File: src/rtl/stack_pkg.sv
// Shared constants for the operand stack: decoded operation codes and datapath defaults.
package stack_pkg;

    localparam int unsigned DEF_WIDTH = 8;
    localparam int unsigned DEF_DEPTH = 16;

    typedef logic [2:0] op_t;

    localparam op_t OP_NONE = 3'd0;
    localparam op_t OP_PUSH = 3'd1;
    localparam op_t OP_POP  = 3'd2;
    localparam op_t OP_REPL = 3'd3;
    localparam op_t OP_DUP  = 3'd4;
    localparam op_t OP_SWAP = 3'd5;

endpackage

File: src/rtl/stack_if.sv
// Command/status bundle between the stack-input mux, the operand stack and the A/B registers.
interface stack_if
    import stack_pkg::*;
#(
    parameter int unsigned WIDTH = DEF_WIDTH,
    parameter int unsigned DEPTH = DEF_DEPTH,
    parameter int unsigned CNT_W = $clog2(DEPTH) + 1
);
    logic             push;
    logic             pop;
    logic             dup;
    logic             swap;
    logic             clr_err;
    logic [WIDTH-1:0] din;
    logic [WIDTH-1:0] tos;
    logic [WIDTH-1:0] nos;
    logic [CNT_W-1:0] count;
    logic             empty;
    logic             full;
    logic             overflow;
    logic             underflow;

    modport master (
        output push, pop, dup, swap, clr_err, din,
        input  tos, nos, count, empty, full, overflow, underflow
    );

    modport slave (
        input  push, pop, dup, swap, clr_err, din,
        output tos, nos, count, empty, full, overflow, underflow
    );
endinterface

File: src/rtl/stack_ram.sv
// DEPTH x WIDTH register array, two write ports (swap writes both) and two async read ports.
module stack_ram #(
    parameter int unsigned WIDTH = 8,
    parameter int unsigned DEPTH = 16,
    parameter int unsigned AW    = $clog2(DEPTH)
) (
    input  logic             clk_i,
    input  logic             we0_i,
    input  logic [AW-1:0]    waddr0_i,
    input  logic [WIDTH-1:0] wdata0_i,
    input  logic             we1_i,
    input  logic [AW-1:0]    waddr1_i,
    input  logic [WIDTH-1:0] wdata1_i,
    input  logic [AW-1:0]    raddr0_i,
    output logic [WIDTH-1:0] rdata0_o,
    input  logic [AW-1:0]    raddr1_i,
    output logic [WIDTH-1:0] rdata1_o
);
    logic [WIDTH-1:0] mem_q [DEPTH];

    // Contents are intentionally unreset; readers mask them with the occupancy count.
    always_ff @(posedge clk_i) begin
        if (we0_i) mem_q[waddr0_i] <= wdata0_i;
        if (we1_i) mem_q[waddr1_i] <= wdata1_i;
    end

    assign rdata0_o = mem_q[raddr0_i];
    assign rdata1_o = mem_q[raddr1_i];
endmodule

File: src/rtl/stack_unit.sv
// Operand stack: pointer, command decode and sticky error flags around a two-port register array.
module stack_unit
    import stack_pkg::*;
#(
    parameter int unsigned WIDTH = DEF_WIDTH,
    parameter int unsigned DEPTH = DEF_DEPTH,
    parameter int unsigned CNT_W = $clog2(DEPTH) + 1
) (
    input  logic    clk,
    input  logic    rst,
    stack_if.slave  bus
);
    localparam int unsigned AW = $clog2(DEPTH);

    logic [CNT_W-1:0] cnt_q, cnt_d;
    logic             ovf_q, ovf_d;
    logic             unf_q, unf_d;
    logic             ovf_set, unf_set;
    op_t              op;

    logic             we0, we1;
    logic [AW-1:0]    waddr0, waddr1;
    logic [WIDTH-1:0] wdata0, wdata1;
    logic [AW-1:0]    tos_idx, nos_idx, top_free;
    logic [WIDTH-1:0] tos_rd, nos_rd;
    logic             is_empty, is_full, lt_two;

    assign is_empty = (cnt_q == '0);
    assign is_full  = (cnt_q == CNT_W'(DEPTH));
    assign lt_two   = (cnt_q < CNT_W'(2));
    assign tos_idx  = AW'(cnt_q - CNT_W'(1));
    assign nos_idx  = AW'(cnt_q - CNT_W'(2));
    assign top_free = AW'(cnt_q);

    always_comb begin
        op = OP_NONE;
        if (bus.swap)                  op = OP_SWAP;
        else if (bus.dup)              op = OP_DUP;
        else if (bus.push && bus.pop)  op = OP_REPL;
        else if (bus.push)             op = OP_PUSH;
        else if (bus.pop)              op = OP_POP;
    end

    always_comb begin
        cnt_d   = cnt_q;
        we0     = 1'b0;
        we1     = 1'b0;
        waddr0  = top_free;
        waddr1  = nos_idx;
        wdata0  = bus.din;
        wdata1  = tos_rd;
        ovf_set = 1'b0;
        unf_set = 1'b0;
        case (op)
            OP_PUSH: begin
                if (is_full) begin
                    ovf_set = 1'b1;
                end else begin
                    we0   = 1'b1;
                    cnt_d = cnt_q + CNT_W'(1);
                end
            end
            OP_POP: begin
                if (is_empty) unf_set = 1'b1;
                else          cnt_d   = cnt_q - CNT_W'(1);
            end
            OP_REPL: begin
                if (is_empty) begin
                    unf_set = 1'b1;
                end else begin
                    we0    = 1'b1;
                    waddr0 = tos_idx;
                end
            end
            OP_DUP: begin
                if (is_empty) begin
                    unf_set = 1'b1;
                end else if (is_full) begin
                    ovf_set = 1'b1;
                end else begin
                    we0    = 1'b1;
                    wdata0 = tos_rd;
                    cnt_d  = cnt_q + CNT_W'(1);
                end
            end
            OP_SWAP: begin
                if (lt_two) begin
                    unf_set = 1'b1;
                end else begin
                    // Both ports write on the same edge; reads are of pre-edge contents.
                    we0    = 1'b1;
                    waddr0 = tos_idx;
                    wdata0 = nos_rd;
                    we1    = 1'b1;
                end
            end
            default: ;
        endcase
    end

    // A new error in the clearing cycle wins over clr_err.
    assign ovf_d = ovf_set | (ovf_q & ~bus.clr_err);
    assign unf_d = unf_set | (unf_q & ~bus.clr_err);

    always_ff @(posedge clk or negedge rst) begin
        if (!rst) begin
            cnt_q <= '0;
            ovf_q <= 1'b0;
            unf_q <= 1'b0;
        end else begin
            cnt_q <= cnt_d;
            ovf_q <= ovf_d;
            unf_q <= unf_d;
        end
    end

    stack_ram #(
        .WIDTH (WIDTH),
        .DEPTH (DEPTH),
        .AW    (AW)
    ) u_ram (
        .clk_i    (clk),
        .we0_i    (we0),
        .waddr0_i (waddr0),
        .wdata0_i (wdata0),
        .we1_i    (we1),
        .waddr1_i (waddr1),
        .wdata1_i (wdata1),
        .raddr0_i (tos_idx),
        .rdata0_o (tos_rd),
        .raddr1_i (nos_idx),
        .rdata1_o (nos_rd)
    );

    assign bus.tos       = is_empty ? '0 : tos_rd;
    assign bus.nos       = lt_two ? '0 : nos_rd;
    assign bus.count     = cnt_q;
    assign bus.empty     = is_empty;
    assign bus.full      = is_full;
    assign bus.overflow  = ovf_q;
    assign bus.underflow = unf_q;
endmodule

File: src/flat_wrapper.sv
// flat-port wrapper written by rule: the top's interface ports become plain ports
module stack_unit_flat import stack_pkg::*;
#(
    parameter int unsigned WIDTH = DEF_WIDTH,
    parameter int unsigned DEPTH = DEF_DEPTH,
    parameter int unsigned CNT_W = $clog2(DEPTH) + 1
)
  (clk, rst, bus_push, bus_pop, bus_dup, bus_swap, bus_clr_err, bus_din, bus_tos, bus_nos, bus_count, bus_empty, bus_full, bus_overflow, bus_underflow);
  stack_if #(.WIDTH(WIDTH), .DEPTH(DEPTH), .CNT_W(CNT_W)) bus_i ();
  input  logic clk;
  input  logic rst;
  input wire logic [$bits(bus_i.push)-1:0] bus_push;
  input wire logic [$bits(bus_i.pop)-1:0] bus_pop;
  input wire logic [$bits(bus_i.dup)-1:0] bus_dup;
  input wire logic [$bits(bus_i.swap)-1:0] bus_swap;
  input wire logic [$bits(bus_i.clr_err)-1:0] bus_clr_err;
  input wire logic [$bits(bus_i.din)-1:0] bus_din;
  output wire logic [$bits(bus_i.tos)-1:0] bus_tos;
  output wire logic [$bits(bus_i.nos)-1:0] bus_nos;
  output wire logic [$bits(bus_i.count)-1:0] bus_count;
  output wire logic [$bits(bus_i.empty)-1:0] bus_empty;
  output wire logic [$bits(bus_i.full)-1:0] bus_full;
  output wire logic [$bits(bus_i.overflow)-1:0] bus_overflow;
  output wire logic [$bits(bus_i.underflow)-1:0] bus_underflow;
  assign bus_i.push = bus_push;
  assign bus_i.pop = bus_pop;
  assign bus_i.dup = bus_dup;
  assign bus_i.swap = bus_swap;
  assign bus_i.clr_err = bus_clr_err;
  assign bus_i.din = bus_din;
  assign bus_tos = bus_i.tos;
  assign bus_nos = bus_i.nos;
  assign bus_count = bus_i.count;
  assign bus_empty = bus_i.empty;
  assign bus_full = bus_i.full;
  assign bus_overflow = bus_i.overflow;
  assign bus_underflow = bus_i.underflow;
  stack_unit #(.WIDTH(WIDTH), .DEPTH(DEPTH), .CNT_W(CNT_W)) u_core (.clk(clk), .rst(rst), .bus(bus_i));
endmodule
File: config.mk
export PLATFORM = sky130hd
export DESIGN_NAME = stack_unit_flat
export DESIGN_NICKNAME = d
export VERILOG_FILES = /design/src/rtl/stack_pkg.sv /design/src/rtl/stack_if.sv /design/src/rtl/stack_ram.sv /design/src/rtl/stack_unit.sv /design/src/flat_wrapper.sv
export SDC_FILE = /design/constraint.sdc
export NUM_CORES = 1
export LEC_CHECK = 0
export ABC_AREA = 0
export BUFFER_PORTS_ARGS = -buffer_cell sky130_fd_sc_hd__buf_2
export CAP_MARGIN = 20
export CORE_MARGIN = 2
export CORE_UTILIZATION = 40
export CTS_CLUSTER_SIZE = 8
export DETAILED_ROUTE_END_ITERATION = 8
export PLACE_DENSITY_LB_ADDON = 0.2
export SKIP_LAST_GASP = 1
export SLEW_MARGIN = 20
export SYNTH_ARGS = -nofsm -noshare
export SYNTH_HDL_FRONTEND = slang
export SYNTH_SLANG_ARGS = --single-unit
File: constraint.sdc
create_clock -name clk -period 3.84 [get_ports clk]
set_input_delay 0.768 -clock clk [delete_from_list [all_inputs] [get_ports clk]]
set_output_delay 0.768 -clock clk [all_outputs]
set_load 0.01 [all_outputs]
* Word level (Yosys, flattened, before mapping) *
Memories as Yosys holds them, arrays and structs flattened.
Cells that the tools add are included.

word-level totals
  register bits after elaboration = 7
  memory bits (writable) = 128
  input bits = 15
  output and inout port bits = 25
  logic and storage cells = 60
  memories kept = 1

memory list
  memory              words  width  rd ports  clocked after Yosys merged registers in  write ports  line             text
  u_core.u_ram.mem_q  16     8      2         0                                        2            stack_ram.sv:19  logic [WIDTH-1:0] mem_q [DEPTH];

operators by class
  $add $sub $neg = 3
  magnitude comparators = 1
  equal/unequal tests = 8
  mux-type cells = 34
  bitwise logic cells = 5
  reductions and logical operators = 5

operator list
  operator                                                                       count
  8-bit 2-to-1 mux                                                               5
  8-bit case mux with 2 select lines                                             1
  5-bit 2-to-1 mux                                                               3
  5-bit case mux with 3 select lines                                             1
  1-bit 2-to-1 mux                                                               13
  3-bit 2-to-1 mux                                                               4
  4-bit 2-to-1 mux                                                               2
  4-bit case mux with 2 select lines                                             1
  3-bit by 2-bit equality test with 1-bit output (second input constant)         2
  3-bit equality test (second input constant)                                    2
  5-bit by 1-bit adder with 5-bit output (second input constant)                 1
  5-bit equality test (second input constant)                                    1
  5-bit zero test                                                                1
  5-bit by 2-bit less-than comparator with 1-bit output (second input constant)  1
  5-bit by 1-bit subtractor with 5-bit output (second input constant)            1
  2-bit != test (second input constant)                                          2
  1-bit case mux with 2 select lines                                             2
  1-bit case mux with 4 select lines                                             1
  4-bit by 2-bit subtractor with 4-bit output (second input constant)            1
  3-bit by 1-bit equality test with 1-bit output (second input constant)         1
  3-bit AND reduction                                                            1
  3-bit nonzero test                                                             1
  3-bit OR reduction                                                             1
  1-bit bitwise AND                                                              2
  4 further kinds                                                                5

* Depth between registers and ports, before layout *
  depth after elaboration = 9
  depth in mapped cells = 12
  depth with buffers taken out = 7

* Modules after synthesis *
Synthesis repeated with hierarchy kept, for this count alone.

second synthesis, totals
  cells, all modules = 604
  area total of the unflattened synthesis = 8811.0 sq um

by module, submodules not included
  module      instances  cells an instance  area each (sq um)  seq. area each (sq um)
  stack_ram   1          468                7717.4             3843.7
  stack_unit  1          136                1093.5             175.2

* Least setup slack after synthesis *
Ideal clock, no wire load.

  path type = register -> output
  start point = register u_core.cnt_q[1] (netlist: u_core.bus.count[1])
  end point = output bus_tos[5]
  arrival time = 3.022 ns
  required time = 3.072 ns
  path slack = 0.050 ns
  stages on the path, launching flop included = 12
  buffers on the path = 4
  path through = dfrtp_1 buf_6 clkbuf_1 inv_1 ha_1 xor2_1 buf_2 mux4_2 mux2_2 o21ai_2 buf_4 nor2_1

between the ends
  cells in the longest elaborated chain, start to end = 3
  elaborated cells between the ends (all ways) = 4
  classes of those cells = 1 x add/sub; 1 x mux; 1 x reduce/logical; 1 x memory

RTL lines
  what                                         line                text
  from (decl)                                  stack_unit.sv:15    logic [CNT_W-1:0] cnt_q, cnt_d;
  from (signal assigned)                       stack_unit.sv:111   cnt_q <= cnt_d;
  5-bit by 1-bit subtractor with 5-bit output  stack_unit.sv:31    assign tos_idx = AW'(cnt_q - CNT_W'(1));
  memory 16 x 8 bit                            --
  8-bit 2-to-1 mux *                           stack_unit.sv:135   assign bus.tos = is_empty ? '0 : tos_rd;
  to (decl)                                    flat_wrapper.sv:18  output wire logic [$bits(bus_i.tos)-1:0] bus_tos;

Every way passes the cells marked *; elsewhere a longest branch is shown, timed or not.

* Worst setup path after layout *
  start point = register u_core.cnt_q[0] (netlist: u_core.bus.count[0])
  end point = output bus_tos[3]

The elaborated chain is that of the path after synthesis.

==> metrics.txt <==
1st-pass router iterations=5; nets@finish=roughly 740; Clock Sink Count=135; drt wl/cell=29.68 microns; clk buf depth=2; Ys Warns=0; critical path arrival=between 2 and 3 ns; type of the worst min-delay path=in2async; final setup TNS=0 ns; Final Slew Violations=0; worst-skew pair later-pin latency=0.43 ns; Area growth, synth to finish=13.76%; Yosys reg bits=between 100 and 150; leading area contributor after synthesis=edfxtp_1; Max-Cap Viols=0; global placement routability congestion=about 0.9; fraction of layout cells with a size suffix above 1=0.3192; CP Launch Point=u_core.bus.count[0]$_DFFE_PN0P_; Buffers on Ports=39; synthesized instance count=677; Vias/cell=6.924; Core Area=21,620 sq um; crit path time final=3.727 ns; critical path capture point type=output port; antenna-violating nets left=0; startpoint class of the critical path=register; first-pass GRT wire length=43,640 microns; Synth async-reset ratio=0.05185; Max Clk Rate=268.3 MHz; TritonCTS Buffers=17; Final Hold Vio Count=0; Routed WL=roughly 30,000 microns; Setup-failing EPs final=0; Final Util=0.4593; H-tree depth=4; fin crit share=0.9706; number of global-route vias before repair=between 6,000 and 7,000; Crit Path Category=reg2out; Slew HR=0.4208; worst setup margin=0.1127 ns; Post-synth top flop=edfxtp_1; total global-route track usage=0.2664; EDFF count, synth=128; post-synthesis sequential area ratio=0.4604; die area=23,020 sq um; Via Count=around 7,000; syn_nets=700; # diodes=0; overall die width=151.7 microns; outcome=finished clean; Iter 0 DRT Violations=roughly 1,200; mapped cell area=roughly 8700 sq um; worst r2r src=u_core.bus.count[1]$_DFFE_PN0P_; Post-route DRC=0; total gr overflow=0; clk_skew=roughly 0.010 ns; detailed placer's ending HPWL=21,480 microns; worst-path maximum fanout=22; root buf cell=clkbuf_16; Clk pin slew, worst setup/hold paths=about 0.06 ns; slew at the pin closest to its max-slew limit=0.8636 ns; RSZ-0062 raised after global routing=no; die height=151.7 microns; average size of a mapped cell=~13 sq um; WP data required=around 3.1 ns; I/O pins=40; initial core utilization=0.4038; Netlist cell types=64; top cell type's share of synthesized area=0.4403; initial antenna violation count=0; largest net degree at the start of global routing=74; dpl ws=0.3650 ns; CTS tree=built; num rows=54; dominant cells by area after synthesis=edfxtp_1, mux4_2, o22ai_1
==> final cells by class <==
type	instances	area (sq um)
clock inverters	14	188.9
repair buffers	92	613.1
fillers	1964	11690
multi-input cells	465	4292
flip-flops and latches	135	4024
clock buffers	18	429.2
well taps	280	350.3
inverters	9	33.78
==> final timing paths <==
check,cells after the start,end,slack [ns]
min in group clk,2,u_core.bus.overflow$_DFF_PN0_,0.52
max in group asynchronous,1,u_core.bus.count[0]$_DFFE_PN0P_,3.47
hold reg to reg,2,u_core.bus.overflow$_DFF_PN0_,0.54
hold / removal,1,u_core.bus.underflow$_DFF_PN0_,0.16
setup / recovery,10,bus_tos[3],0.11
setup reg to reg,7,u_core.u_ram.mem_q[10][3]$_DFFE_PP_,0.63
==> registers in the layout (all words and copies together), names as in the netlist <==
| signal | flops |
|---|---|
| u_core.bus.overflow | 1 |
| u_core.bus.count | 5 |
| u_core.bus.underflow | 1 |
| u_core.u_ram.mem_q | 128 |
==> critical path: stages, from the launching register on <==
cell and delay, ns:
dfrtp_4 0.49, inv_1 0.09, buf_4 0.17, ha_2 0.25, xor2_2 0.22, buf_8 0.26
mux4_2 0.35, mux2_2 0.29, o21ai_2 0.21, nor2_1 0.07, buf_2 0.14
==> routing by layer <==
layer	vias up	wire, microns	GRT usage
met5	-	0	0
met4	0	923	0.09306
met3	61	3172	0.04790
met2	505	14490	0.4304
met1	3534	11490	0.3629
li1	2914	-	-
==> per-stage QoR <==
stage / instance area, sq um / hold slack [ns] / instances
3_3_place_gp: 9260 / 0.5227 / 981
5_1_grt: 9931 / 0.1713 / 1013
4_1_cts: 9910 / 0.1638 / 1013
6_report: 9931 / 0.1644 / 1013
3_5_place_dp: 9285 / 0.5316 / 981
2_1_floorplan: 8730 / 0.4724 / 677
==> cells by family (layout without fill, tap and decap cells) <==
kind of cell | Yosys count | count (layout) | synth area share
flops | 135 | 135 | 0.4604
fa+ha+maj | 8 | 8 | 0.01147
simple gates | 135 | 135 | 0.07410
mux | 102 | 102 | 0.2146
xor+xnor | 8 | 8 | 0.01104
buf+inv | 77 | 133 | 0.05533
compound gates | 212 | 212 | 0.1731
==> layout by cell type (no fill, tap or decap), types with 6 or more instances in the layout <==
cell type and instances:
mux2_2 14, nor2_1 49, o21ai_2 6, o22ai_1 98, o31ai_1 10, clkbuf_16 17
and3_1 9, o221ai_1 28, and2_1 7, o31ai_2 8, buf_4 51, inv_1 8
mux4_2 59, a21oi_1 24, nand2_1 35, ha_1 6, nand3_1 12, edfxtp_1 128
mux2i_1 23, buf_2 39
==> timing repair <==
action / CTS / global route
setup endpoints to repair: 6 / 4
buffers inserted: 0 / 0
cloned: 0 / 0
hold buffers: 0 / 0
gates resized for setup: 2 / 2
pin swaps: 0 / 0
==> cell usage after synthesis, types with 6 or more instances <==
library cell  number
inv_1              8
o31ai_1           18
a21oi_1           24
and2_1             7
o221ai_1          28
buf_6             11
o22ai_1           98
nand2_1           35
ha_1               8
clkbuf_1          11
buf_4             22
o21ai_2            6
and3_1             9
nor2_1            49
nand3_1           12
buf_2             20
mux2_2            14
mux4_2            59
dfrtp_1            7
edfxtp_1         128
mux2i_1           23
Power is left out: the tool's default activity adds up to more than one toggle a clock period on the data nets, which glitch-free logic cannot reach.
